--- src/rtl/mem_pkg.sv ---
// Shared op encodings and op-class helpers for the M-stage memory access path.
package mem_pkg;

  // Memory op codes carried in the EX/MEM pipeline register.
  typedef enum logic [3:0] {
    OP_NONE = 4'd0,
    OP_LW   = 4'd1,
    OP_LH   = 4'd2,
    OP_LHU  = 4'd3,
    OP_LB   = 4'd4,
    OP_LBU  = 4'd5,
    OP_SW   = 4'd6,
    OP_SH   = 4'd7,
    OP_SB   = 4'd8
  } mem_op_e;

  localparam int unsigned OP_W = 4;

  // True for any op that reads the DM into the register file.
  function automatic logic is_load(input logic [OP_W-1:0] op);
    logic r;
    r = 1'b0;
    case (op)
      OP_LW, OP_LH, OP_LHU, OP_LB, OP_LBU: r = 1'b1;
      default:                             r = 1'b0;
    endcase
    return r;
  endfunction

  // True for any op that writes the DM.
  function automatic logic is_store(input logic [OP_W-1:0] op);
    logic r;
    r = 1'b0;
    case (op)
      OP_SW, OP_SH, OP_SB: r = 1'b1;
      default:             r = 1'b0;
    endcase
    return r;
  endfunction

endpackage

--- src/rtl/mem_align.sv ---
// Combinational alignment unit: access-fault detection, sub-word store
// merge into the DM read word, and load byte/halfword extraction.
module mem_align
  import mem_pkg::*;
#(
  parameter int DM_BYTES = 4096
) (
  input  logic            valid_i,
  input  logic [OP_W-1:0] op_i,
  input  logic [31:0]     addr_i,
  input  logic [31:0]     wdata_i,
  input  logic [31:0]     dout_i,
  output logic            load_o,
  output logic            store_o,
  output logic            fault_o,
  output logic [31:0]     din_o,
  output logic [31:0]     rdata_o
);

  localparam logic [31:0] DM_LIMIT = 32'(DM_BYTES);

  logic           misaligned;
  logic           out_of_range;
  logic [3:0]     lane_we;
  logic [3:0][7:0] lane_src;
  logic [31:0]    byte_shift;
  logic [31:0]    half_shift;
  logic [7:0]     ld_byte;
  logic [15:0]    ld_half;

  // Classify the op and decide whether the access must be trapped.
  always_comb begin
    load_o       = is_load(op_i);
    store_o      = is_store(op_i);
    misaligned   = 1'b0;
    case (op_i)
      OP_LW, OP_SW:         misaligned = (addr_i[1:0] != 2'b00);
      OP_LH, OP_LHU, OP_SH: misaligned = addr_i[0];
      default:              misaligned = 1'b0;
    endcase
    out_of_range = (addr_i >= DM_LIMIT);
    fault_o      = valid_i & (load_o | store_o) & (misaligned | out_of_range);
  end

  // Per byte lane: pick the store source byte or keep the DM read byte, so
  // SB/SH become a single-cycle read-modify-write on the combinational read.
  for (genvar gi = 0; gi < 4; gi++) begin : g_lane
    localparam logic [1:0] LANE = 2'(gi);
    assign lane_we[gi]  = (op_i == OP_SW)
                        | ((op_i == OP_SH) & (addr_i[1] == LANE[1]))
                        | ((op_i == OP_SB) & (addr_i[1:0] == LANE));
    assign lane_src[gi] = (op_i == OP_SB) ? wdata_i[7:0] :
                          (op_i == OP_SH) ? wdata_i[8*(gi%2) +: 8] :
                                            wdata_i[8*gi +: 8];
    assign din_o[8*gi +: 8] = lane_we[gi] ? lane_src[gi] : dout_i[8*gi +: 8];
  end

  // Little-endian extraction of the addressed byte/halfword, then extension.
  always_comb begin
    byte_shift = dout_i >> {addr_i[1:0], 3'b000};
    half_shift = dout_i >> {addr_i[1], 4'b0000};
    ld_byte    = byte_shift[7:0];
    ld_half    = half_shift[15:0];
    rdata_o    = dout_i;
    case (op_i)
      OP_LB:   rdata_o = {{24{ld_byte[7]}}, ld_byte};
      OP_LBU:  rdata_o = {24'h000000, ld_byte};
      OP_LH:   rdata_o = {{16{ld_half[15]}}, ld_half};
      OP_LHU:  rdata_o = {16'h0000, ld_half};
      default: rdata_o = dout_i;
    endcase
  end

endmodule

--- src/rtl/mem_access_unit.sv ---
// M-stage load/store front end: drives the word-wide DM, registers load
// results into the MEM/WB stage and keeps sticky access-fault status.
module mem_access_unit
  import mem_pkg::*;
#(
  parameter int DM_BYTES = 4096,
  parameter int CNT_W    = 8
) (
  input  logic             clk,
  input  logic             reset,
  input  logic             m_valid,
  input  logic [3:0]       m_op,
  input  logic [31:0]      m_pc,
  input  logic [31:0]      m_addr,
  input  logic [31:0]      m_wdata,
  input  logic [4:0]       m_rd,
  input  logic             hold,
  input  logic             flush,
  output logic [31:0]      dm_addr,
  output logic [31:0]      dm_din,
  output logic             dm_we,
  input  logic [31:0]      dm_dout,
  output logic             w_valid,
  output logic [31:0]      w_pc,
  output logic [4:0]       w_rd,
  output logic             w_regwrite,
  output logic [31:0]      w_rdata,
  output logic             exc_flag,
  output logic [31:0]      exc_pc,
  output logic [CNT_W-1:0] exc_cnt
);

  logic        op_load;
  logic        op_store;
  logic        fault;
  logic [31:0] ext_rdata;

  logic             w_valid_q,    w_valid_d;
  logic [31:0]      w_pc_q,       w_pc_d;
  logic [4:0]       w_rd_q,       w_rd_d;
  logic             w_regwrite_q, w_regwrite_d;
  logic [31:0]      w_rdata_q,    w_rdata_d;
  logic             exc_flag_q,   exc_flag_d;
  logic [31:0]      exc_pc_q,     exc_pc_d;
  logic [CNT_W-1:0] exc_cnt_q,    exc_cnt_d;

  mem_align #(
    .DM_BYTES (DM_BYTES)
  ) u_align (
    .valid_i (m_valid),
    .op_i    (m_op),
    .addr_i  (m_addr),
    .wdata_i (m_wdata),
    .dout_i  (dm_dout),
    .load_o  (op_load),
    .store_o (op_store),
    .fault_o (fault),
    .din_o   (dm_din),
    .rdata_o (ext_rdata)
  );

  // DM side: word address always; write only for a clean, non-held store.
  assign dm_addr = {m_addr[31:2], 2'b00};
  assign dm_we   = m_valid & op_store & ~fault & ~hold & ~reset;

  // W-stage next state: flush kills, hold freezes, otherwise capture the op;
  // faults are recorded only on a real capture so a held op counts once.
  always_comb begin
    w_valid_d    = w_valid_q;
    w_pc_d       = w_pc_q;
    w_rd_d       = w_rd_q;
    w_regwrite_d = w_regwrite_q;
    w_rdata_d    = w_rdata_q;
    exc_flag_d   = exc_flag_q;
    exc_pc_d     = exc_pc_q;
    exc_cnt_d    = exc_cnt_q;
    if (flush) begin
      w_valid_d    = 1'b0;
      w_regwrite_d = 1'b0;
    end else if (!hold) begin
      w_valid_d    = m_valid;
      w_pc_d       = m_pc;
      w_rd_d       = m_rd;
      w_rdata_d    = ext_rdata;
      w_regwrite_d = m_valid & op_load & ~fault & (m_rd != 5'd0);
      if (fault) begin
        exc_flag_d = 1'b1;
        if (!exc_flag_q) begin
          exc_pc_d = m_pc;
        end
        if (exc_cnt_q != {CNT_W{1'b1}}) begin
          exc_cnt_d = exc_cnt_q + 1'b1;
        end
      end
    end
  end

  // W-stage and fault-status registers with synchronous clear.
  always_ff @(posedge clk) begin
    if (reset) begin
      w_valid_q    <= 1'b0;
      w_pc_q       <= '0;
      w_rd_q       <= '0;
      w_regwrite_q <= 1'b0;
      w_rdata_q    <= '0;
      exc_flag_q   <= 1'b0;
      exc_pc_q     <= '0;
      exc_cnt_q    <= '0;
    end else begin
      w_valid_q    <= w_valid_d;
      w_pc_q       <= w_pc_d;
      w_rd_q       <= w_rd_d;
      w_regwrite_q <= w_regwrite_d;
      w_rdata_q    <= w_rdata_d;
      exc_flag_q   <= exc_flag_d;
      exc_pc_q     <= exc_pc_d;
      exc_cnt_q    <= exc_cnt_d;
    end
  end

  assign w_valid    = w_valid_q;
  assign w_pc       = w_pc_q;
  assign w_rd       = w_rd_q;
  assign w_regwrite = w_regwrite_q;
  assign w_rdata    = w_rdata_q;
  assign exc_flag   = exc_flag_q;
  assign exc_pc     = exc_pc_q;
  assign exc_cnt    = exc_cnt_q;

endmodule

--- config.mk ---
export PLATFORM = sky130hd
export DESIGN_NAME = mem_access_unit
export DESIGN_NICKNAME = d
export VERILOG_FILES = /design/src/rtl/mem_pkg.sv /design/src/rtl/mem_align.sv /design/src/rtl/mem_access_unit.sv
export SDC_FILE = /design/constraint.sdc
export NUM_CORES = 1
export LEC_CHECK = 0
export BUFFER_PORTS_ARGS = -buffer_cell sky130_fd_sc_hd__buf_2
export CAP_MARGIN = 25
export CORE_MARGIN = 2
export CORE_UTILIZATION = 30
export DETAILED_ROUTE_END_ITERATION = 10
export GPL_TIMING_DRIVEN = 0
export PLACE_DENSITY = 0.53
export SYNTH_ARGS = -nofsm -noshare
export SYNTH_HDL_FRONTEND = slang
export SYNTH_HIERARCHICAL = 1
export SYNTH_SLANG_ARGS = --single-unit
--- constraint.sdc ---
create_clock -name clk -period 3.6 [get_ports clk]
set_clock_uncertainty 0.2 [all_clocks]
set_input_delay 0.54 -clock clk [delete_from_list [all_inputs] [get_ports clk]]
set_output_delay 0.54 -clock clk [all_outputs]
set_load 0.05 [all_outputs]
==> results_dict.tcl, run 1 <==
set metrics [dict create \
    clk_latency_ns 0.36 \
    synth_xor_area_share_pct 0 \
    routed_via_density 4.82 \
    whs_path_depth 2 \
    rsz0062_at_grt "false" \
    holdCritStartpoint "flush" \
    cp-start-kind "input port" \
    syn-cell-area_um2 5960 \
    regToRegEndpoint "exc_cnt[7]" \
    synth_ff_type "dfxtp_1" \
    cts_root_buf "clkbuf_16" \
    power.total_mw 3.21 \
    fmax_ghz 0.294 \
    nets 1215 \
    dieArea_um2 21000 \
    htreeDepth 3 \
    end_kind "output port" \
    post-route-min-period_ns 3.40 \
    grt_overflow 0 \
    period_share_pct 94.4 \
    synth_compound_area_share_pct 21.5 \
    fp-row-count 51 \
    worstMarginPinSlew_ns 0.785 \
    yosys-top-cells-area "dfxtp_1 38%, nand2_1 14%, a21oi_1 9.6%, mux2i_1 5.4%, buf_4 4.3%" \
    clkTransAtPathRegs_ns 0.08 \
    async_flop_share_pct 0 \
    wire_per_inst_um 17.3 \
    worstPathRequired_ns 2.86 \
    die_y_um 145 \
    syn_inst 760 \
    synth.distinct_cells 63 \
    port_buffers 300 \
    r2r.worst_path.cells 3 \
    ff2ff_setup_slack_ns 1.79 \
    path_class "in -> out" \
    yosysSeqAreaShare_pct 37.6 \
    grt_first_pass_wirelength_um 35000 \
    yosysTopAreaCell "dfxtp_1" \
    min_path_type "in -> reg" \
    peakVddDrop_mv 0.220 \
    yosysMostFrequentCell "nand2_1" \
    dp_cells 1326 \
    vias 6467 \
    cts_tree "built" \
    drive_gt1_share_pct 37.7 \
    ios 319 \
    cts.path.max_buffers 2 \
    grt_use_total_pct 21.2 \
    clkSinkCount 112 \
    area_growth_pct 36.3 \
    synth-simple-area-share_pct 23.0 \
    finalHoldViolCount 0 \
    start_util_pct 30.6 \
    antenna_found_initial 0 \
    powerDensity_nw_per_um2 396 \
    synth_fa_ha_area_share_pct 0.210 \
    drt-initial-drc-count 399 \
    stdcell_count 1343 \
    ys_warn_count 6 \
    postCtsHoldBufs 0 \
    place.gp.congestion 0.870 \
    coreArea_um2 19500 \
    detail-route-antenna-nets 0 \
    synthMuxAreaShare_pct 7.90 \
    netlist.area_leader.share_pct 37.6 \
    status "finished, final reports clean" \
    finalSetupViolCount 0 \
    leakagePower_nw 3.87 \
    grt_max_degree 22 \
    synth_seq_cells 112 \
    grt_pass1_vias 6019 \
    critPathMaxFanout 10 \
    synth_edf_count 0 \
    max_cap_viol_count 0 \
    avgSynthCellArea_um2 7.84 \
    drt_wl_total_um 23200 \
    slew_violations 0 \
    r2r-start "exc_cnt[2]" \
    maxSlewHeadroom_pct 47.3 \
    dp_hpwl_um 18400 \
    cts_buffers 9 \
    ys_top_cells_by_count "225 x nand2_1, 114 x a21oi_1, 112 x dfxtp_1, 34 x buf_4, 32 x mux2i_1" \
    holdPathEnd "w_regwrite" \
    cp.arrival_ns 2.66 \
    die_w_um 145 \
    drt_first_pass_iters 5 \
    synth_top_family_by_area "simple AND/OR/NAND/NOR gates" \
    drc_errors 0 \
]
cells in the final DEF (no fill, tap or decap), types with 3 or more instances in the layout:
cell,synthesis,layout
buf_2,27,327
a21o_1,28,28
o21ai_0,3,3
mux2i_1,32,32
a21oi_1,114,114
nor2_1,28,28
inv_1,4,4
inv_6,0,4
inv_2,3,3
a22oi_1,7,7
nand2b_1,7,7
clkbuf_1,20,20
nor2b_1,4,4
a211oi_1,14,14
nand3_1,3,3
a221o_1,8,8
nor3_1,5,5
buf_6,7,7
nand2_1,225,225
clkbuf_16,0,9
nor4_1,6,6
o21ai_1,10,10
dfxtp_1,112,112
mux2_1,9,9
buf_4,34,34
per-layer routing:
metal / part of all wire [%] / routed length, um / track usage [%]
met1: 44 / 10300 / 27.9
met5: 0 / 0 / 0
met2: 46 / 10700 / 34.0
met4: 1.9 / 442 / 5.74
met3: 7.5 / 1750 / 6.07
repair_timing:
item                                   in CTS  in global routing
gates resized for setup                     1                  1
setup buffers                               0                  0
setup endpoints to repair                  34                  1
endpoints found under the hold margin       0                  0
how the worst max path moves through the flow:
stage / start / end / slack (ns)
floorplan: m_addr[1] / exc_cnt[0] / 0.29
global route: m_addr[1] / dm_we / 0.09
global placement: m_addr[1] / exc_cnt[0] / -0.48
CTS: m_addr[1] / dm_we / 0.07
detailed placement: m_addr[1] / exc_cnt[0] / -0.47
finish: m_addr[1] / dm_we / 0.20
critical path: stages:
cell     delay, ns
buf_2         0.23
inv_2         0.11
o311a_1       0.31
or4_1         0.64
a41oi_4       0.47
nor4b_2       0.10
buf_2         0.24
final cells by class:
| class | count | area, um^2 |
|---|---|---|
| Tap cell | 265 | 332 |
| Multi-Input combinational cell | 553 | 3170 |
| Timing Repair Buffer | 300 | 1500 |
| Inverter | 7 | 26.3 |
| Buffer | 89 | 548 |
| Clock inverter | 7 | 75.1 |
| Fill cell | 2069 | 11300 |
| Antenna cell | 1 | 2.50 |
| Sequential cell | 112 | 2240 |
| Clock buffer | 9 | 225 |
report_power, final:
part | switching (mW) | internal, mW | leakage (nW)
Combinational | 0.631 | 0.255 | 2.81
Clock | 0.528 | 0.493 | 0.143
Sequential | 0.0227 | 1.28 | 0.911
metrics by stage:
stage | setup TNS (ns) | setup WS (ns) | utilization (%) | cell area (um^2) | hold slack (ns)
detailed placement | -14.72 | -0.475 | 40.1 | 7800 | 0.243
global placement | -14.76 | -0.475 | 40.1 | 7800 | 0.239
global route | 0 | 0.0867 | 41.7 | 8120 | 0.190
finish | 0 | 0.201 | 41.7 | 8120 | 0.198
floorplan | 0 | 0.291 | - | 5970 | 0.471
CTS | 0 | 0.0738 | 41.7 | 8110 | 0.189
cells by family (layout without fill, tap and decap cells):
family	count (synthesis)	count (layout)
compound gates	199	199
fa+ha+maj	1	1
simple gates	307	307
buf+inv	96	412
mux	44	44
other cells	1	3
flops	112	112
state kept, by name, indices dropped and copies added, names as in the netlist:
name and flops:
w_rdata 32, w_rd 5, w_valid 1, exc_flag 1, w_regwrite 1, w_pc 32, exc_pc 32, exc_cnt 8
Note: power is estimated with default switching activity, not from simulation.
==> inputs of run 2 (changes only) <==
--- a/config.mk
+++ b/config.mk
@@ -7,12 +7,11 @@
 export LEC_CHECK = 0
 export BUFFER_PORTS_ARGS = -buffer_cell sky130_fd_sc_hd__buf_2
 export CAP_MARGIN = 25
-export CORE_MARGIN = 2
-export CORE_UTILIZATION = 30
+export CORE_AREA = 2 2 125 127
 export DETAILED_ROUTE_END_ITERATION = 10
+export DIE_AREA = 0 0 127 129
 export GPL_TIMING_DRIVEN = 0
-export PLACE_DENSITY = 0.53
+export PLACE_DENSITY = 0.68
 export SYNTH_ARGS = -nofsm -noshare
 export SYNTH_HDL_FRONTEND = slang
-export SYNTH_HIERARCHICAL = 1
 export SYNTH_SLANG_ARGS = --single-unit
==> run 2 against run 1 <==
  * Combinational power is 2% higher
  * Sequential power is essentially flat
  * Count of clock-buffer cells in the layout up 2
  * Power rose by 0.75%
  * Cell area down 1.7%
  * Critical path depth grew 3
  * Register-to-register slack lost 0.35 ns
  * Clock power barely moved
  * Non-clock buffer count fell by 5
  * Routed wire length down 10%
  * Synthesized cell count decreased by 7.1%
  * Critical endpoint is now dm_din[13]
  * Largest cell class unchanged
==> results_dict.tcl, run 2 <==
set metrics [dict create \
    status "finished, final reports clean" \
    grt_max_degree 19 \
    drt_wl_total_um 20800 \
    drive_gt1_share_pct 39.2 \
    worstSetupPathDepth 10 \
    holdWs_ns 0.239 \
    synth.distinct_cells 50 \
    yosysSeqAreaShare_pct 37.9 \
    critPathMaxFanout 10 \
    die_w_um 127 \
    ys_top_cells_by_count "116 x nand2_1, 112 x dfxtp_1, 68 x nand2b_1, 61 x a21oi_1, 52 x nor2_1" \
    htreeDepth 3 \
    vias 6203 \
    ios 319 \
    fin_area_um2 7980 \
    cts.path.max_buffers 2 \
    ys_warn_count 0 \
    placed_cell_area_um2 7670 \
    fillCellCount 1507 \
    stdcell_count 1215 \
    clk_latency_ns 0.34 \
    die_y_um 129 \
    slowest_delay_ns 0.38 \
    cpMostUsedCell "buf_2" \
    end_kind "output port" \
    max_cap_viol_count 0 \
    synth_ff_type "dfxtp_1" \
    cp.buffers_inverters 5 \
    dp_cells 1198 \
    finalHoldViolCount 0 \
    grt_pass1_vias 5847 \
    cts_resized 0 \
    dieArea_um2 16400 \
    period_share_pct 96.7 \
    cts_buffers 9 \
    power.total_mw 3.24 \
    coreArea_um2 15000 \
    worstMarginPinSlew_ns 1.02 \
    place.gp.congestion 0.886 \
    avgSynthCellArea_um2 8.37 \
    clkSinkCount 112 \
    rsz0062_at_grt "false" \
    place_ws_ns 0.142 \
    multi_input_area_um2 3220 \
    nets 1164 \
    syn-cell-area_um2 5910 \
    syn_inst 706 \
    peakVddDrop_mv 0.208 \
    fmax_ghz 0.287 \
    yosys-top-cells-area "dfxtp_1 38%, mux2i_1 8.3%, nand2_1 7.4%, nand2b_1 7.2%, a21oi_1 5.2%" \
    yosysTopAreaCell "dfxtp_1" \
    netlist.area_leader.share_pct 37.9 \
    start_util_pct 39.5 \
    drt_first_pass_iters 6 \
    grt_first_pass_wirelength_um 31800 \
    area_growth_pct 35.1 \
    timing.final.ws_setup_ns 0.118 \
    dp_hpwl_um 16900 \
    slew_violations 0 \
    r2r.worst_path.cells 6 \
    postCtsSetupBuffers 0 \
    cp_top_family "buffers and inverters" \
    ff2ff_setup_slack_ns 1.44 \
    port_buffers 303 \
    whs_path_depth 3 \
    cts_tree "built" \
    wire_per_inst_um 17.1 \
    crit_chain "buf_2, buf_2, nor2b_1, and2_1, clkbuf_1, clkbuf_1, nand2_1, a21boi_0, o21ai_0, buf_2" \
    seq_area_um2 2240 \
    final_cell_mix "313 x buf_2, 115 x nand2_1, 112 x dfxtp_1" \
    routed_via_density 5.11 \
    final_core_util_pct 53.3 \
    grt_overflow 0 \
    setup_tns_ns 0 \
    async_flop_share_pct 0 \
    min_path_type "in -> reg" \
    grt_use_total_pct 24.8 \
    yosysMostFrequentCell "nand2_1" \
    drc_errors 0 \
    postCtsHoldBufs 0 \
    detail-route-antenna-nets 0 \
    synth_seq_cells 112 \
    maxSlewHeadroom_pct 30.8 \
    clkTransAtPathRegs_ns 0.08 \
    slowest_stage "clkbuf_1" \
    cp-start-kind "input port" \
    post-route-min-period_ns 3.48 \
    synth_edf_count 0 \
    powerDensity_nw_per_um2 406 \
    worstPathRequired_ns 2.86 \
    cts_root_buf "clkbuf_16" \
    antenna_found_initial 2 \
    layout_commonest_cell "buf_2" \
    leakagePower_nw 3.71 \
    path_class "in -> out" \
    finalSetupViolCount 0 \
    drt-initial-drc-count 315 \
    fp-row-count 45 \
    cp.arrival_ns 2.74 \
]
[run 2: path summary, 6_finish.rpt]
check             startpoint          to
setup reg to reg  exc_cnt[0]  exc_cnt[5]
hold / removal      m_pc[16]    w_pc[16]
hold reg to reg     w_pc[12]    w_pc[12]
setup / recovery     m_op[2]  dm_din[13]
[run 2: area by class of cell]
| class | instances | share of cell area [%] |
|---|---|---|
| multi-input combinational | 509 | 40.3 |
| inverter | 5 | 0.235 |
| buffer | 81 | 5.58 |
| clock buffer | 11 | 3.04 |
| clock inverter | 5 | 0.799 |
| timing repair buffer | 303 | 19.0 |
| antenna | 1 | 0.0313 |
| sequential | 112 | 28.1 |
| tap | 188 | 2.95 |
[run 2: power by group]
| group | leakage, nW | switching (mW) | internal [mW] |
|---|---|---|---|
| combinational | 2.65 | 0.637 | 0.263 |
| clock | 0.146 | 0.455 | 0.565 |
| sequential | 0.914 | 0.0263 | 1.29 |
[run 2: worst reg2reg max path, cell delays in order (launching register included)]
cell and delay [ns]:
dfxtp_1 0.38, ha_1 0.28, nand4_1 0.13, or3b_1 0.34
clkbuf_2 0.15, or4_1 0.48, a21oi_1 0.14
[run 2: per-layer routing]
layer / part of all wire (%) / global-route usage (%)
met1: 41 / 29.4
met2: 50 / 45.5
met3: 6.9 / 4.37
met4: 2.5 / 8.53
met5: 0 / 0
[run 2: kinds of logic after synthesis]
logic type,after synthesis,share of synthesized area [%]
adders and majority gates,1,0.212
buffers and inverters,86,7.85
DFF,112,37.9
AOI/OAI and AO/OA,133,14.4
and+or+nand+nor,294,24.1
other,1,0.0634
xor gates and xnor gates,1,0.148
muxes,78,15.3
==> inputs of run 3 (changes only) <==
--- a/config.mk
+++ b/config.mk
@@ -7,11 +7,12 @@
 export LEC_CHECK = 0
 export BUFFER_PORTS_ARGS = -buffer_cell sky130_fd_sc_hd__buf_2
 export CAP_MARGIN = 25
-export CORE_AREA = 2 2 125 127
+export CORE_AREA = 3 3 123 125
+export CTS_BUF_LIST = sky130_fd_sc_hd__clkbuf_4 sky130_fd_sc_hd__clkbuf_8 sky130_fd_sc_hd__clkbuf_16
 export DETAILED_ROUTE_END_ITERATION = 10
-export DIE_AREA = 0 0 127 129
+export DIE_AREA = 0 0 126 128
 export GPL_TIMING_DRIVEN = 0
-export PLACE_DENSITY = 0.68
+export PLACE_DENSITY = 0.71
 export SYNTH_ARGS = -nofsm -noshare
 export SYNTH_HDL_FRONTEND = slang
 export SYNTH_SLANG_ARGS = --single-unit
==> run 3 against run 2 <==
  * Via count is 0.27% higher
  * Maximum frequency is 0.25% lower
  * Sequential power hardly changed
  * Worst hold slack worse by 0.0041 ns
  * Routed wire length is 0.45% higher
  * Count of clock-buffer cells in the layout is 1 lower
  * Sequential share of layout area is 0.093 points higher
  * Power is 1.8% lower
  * Global-route usage hardly changed
  * Critical path depth is 1 lower
  * Die area is 1.6% lower
  * Clock power is 6% lower
  * Critical endpoint is now dm_din[18]
  * Largest cell class unchanged
  * Largest power group unchanged
  * Highest routed layer unchanged
==> results_dict.tcl, run 3 (synthesis results as in run 2) <==
set metrics [dict create \
    seq_area_um2 2240 \
    fmax_ghz 0.287 \
    cp-start-kind "input port" \
    drt-initial-drc-count 246 \
    layout_commonest_cell "buf_2" \
    routed_via_density 5.15 \
    area_growth_pct 34.6 \
    period_share_pct 97.0 \
    coreArea_um2 14000 \
    start_util_pct 42.3 \
    drt_first_pass_iters 5 \
    post-route-min-period_ns 3.49 \
    fp-row-count 43 \
    ios 319 \
    cts_tree "built" \
    finalHoldViolCount 0 \
    fillCellCount 1356 \
    setup_tns_ns 0 \
    drive_gt1_share_pct 39.4 \
    ff2ff_setup_slack_ns 1.46 \
    cts.path.max_buffers 2 \
    crit_start "m_op[2]" \
    holdCritStartpoint "m_rd[0]" \
    wire_per_inst_um 17.3 \
    die_y_um 128 \
    peakVddDrop_mv 0.213 \
    status "finished, final reports clean" \
    die_w_um 126 \
    multi_input_area_um2 3220 \
    grt_pass1_vias 5975 \
    end_kind "output port" \
    critPathMaxFanout 10 \
    cp.arrival_ns 2.75 \
    htreeDepth 3 \
    slew_violations 0 \
    clkSinkCount 112 \
    placed_cell_area_um2 7660 \
    port_buffers 303 \
    worstMarginPinSlew_ns 1.02 \
    fin_area_um2 7960 \
    powerDensity_nw_per_um2 400 \
    r2r-start "exc_cnt[0]" \
    clk_latency_ns 0.35 \
    timing.final.ws_setup_ns 0.110 \
    worstPathRequired_ns 2.86 \
    path_class "in -> out" \
    rsz0062_at_grt "false" \
    leakagePower_nw 3.70 \
    place_ws_ns 0.156 \
    vias 6220 \
    finalSetupViolCount 0 \
    grt_first_pass_wirelength_um 32400 \
    clkTransAtPathRegs_ns 0.08 \
    cts_root_buf "clkbuf_16" \
    nets 1164 \
    postCtsSetupBuffers 0 \
    maxSlewHeadroom_pct 30.9 \
    min_path_type "in -> reg" \
    place.gp.congestion 0.880 \
    final_cell_mix "313 x buf_2, 116 x nand2_1, 112 x dfxtp_1" \
    detail-route-antenna-nets 0 \
    postCtsHoldBufs 0 \
    cts_resized 0 \
    dp_hpwl_um 16900 \
    drt_wl_total_um 20900 \
    grt_max_degree 20 \
    dieArea_um2 16100 \
    cts_buffers 9 \
    grt_use_total_pct 24.8 \
    max_cap_viol_count 0 \
    antenna_found_initial 2 \
    drc_errors 0 \
    grt_overflow 0 \
]
## run 3: cell count changes in the layout (fill, tap and decap cells not counted), sizes merged
cell,before,now
diode,1,2
bufinv,1,0
clkbuf,47,46
inv,6,8
## run 3: worst paths after layout
check,endpoint,depth (start not counted)
max,dm_din[18],9
min reg2reg,w_rd[1],2
min,w_rd[0],3
max reg2reg,exc_cnt[5],6
## run 3: area by class of cell
class | instances | share of cell area (%)
Clock inverter | 6 | 0.629
Tap cell | 180 | 2.83
Antenna cell | 2 | 0.0629
Sequential cell | 112 | 28.2
Clock buffer | 10 | 2.92
Multi-Input combinational cell | 509 | 40.5
Buffer | 81 | 5.61
Inverter | 5 | 0.236
Timing Repair Buffer | 303 | 19.1
## run 3: through the flow
stage | utilization, % | instances | total power [mW] | hold slack (ns)
final | 56.9 | 1208 | 3.18 | 0.235
after global routing | 56.9 | 1208 | 3.32 | 0.230
after global placement | 54.8 | 1190 | 2.24 | 0.239
after detailed placement | 54.8 | 1190 | 2.25 | 0.243
after CTS | 56.8 | 1206 | 3.20 | 0.224
after floorplan | - | 707 | 1.97 | 0.475
## run 3: layer usage
metal  track usage [%]  up-vias  wire length [um]
met5                 0        -                 0
met2              44.0      283             10400
met3              4.79       27              1570
li1                  -     3049                 -
met4              7.70        0               454
met1              30.5     2861              8510
## run 3: worst max-delay path, cell delays in order
cell and delay [ns]:
buf_2 0.13, buf_2 0.22, nand3b_1 0.20, or2_2 0.32, buf_2 0.22, nand2_1 0.40, mux2i_1 0.14, a21oi_1 0.26
buf_2 0.32
## run 3: report_power, final
group	internal [mW]	leakage [nW]	switching (mW)
registers	1.29	0.914	0.0265
clock network	0.488	0.139	0.472
logic	0.264	2.65	0.638
total	2.04	3.70	1.14
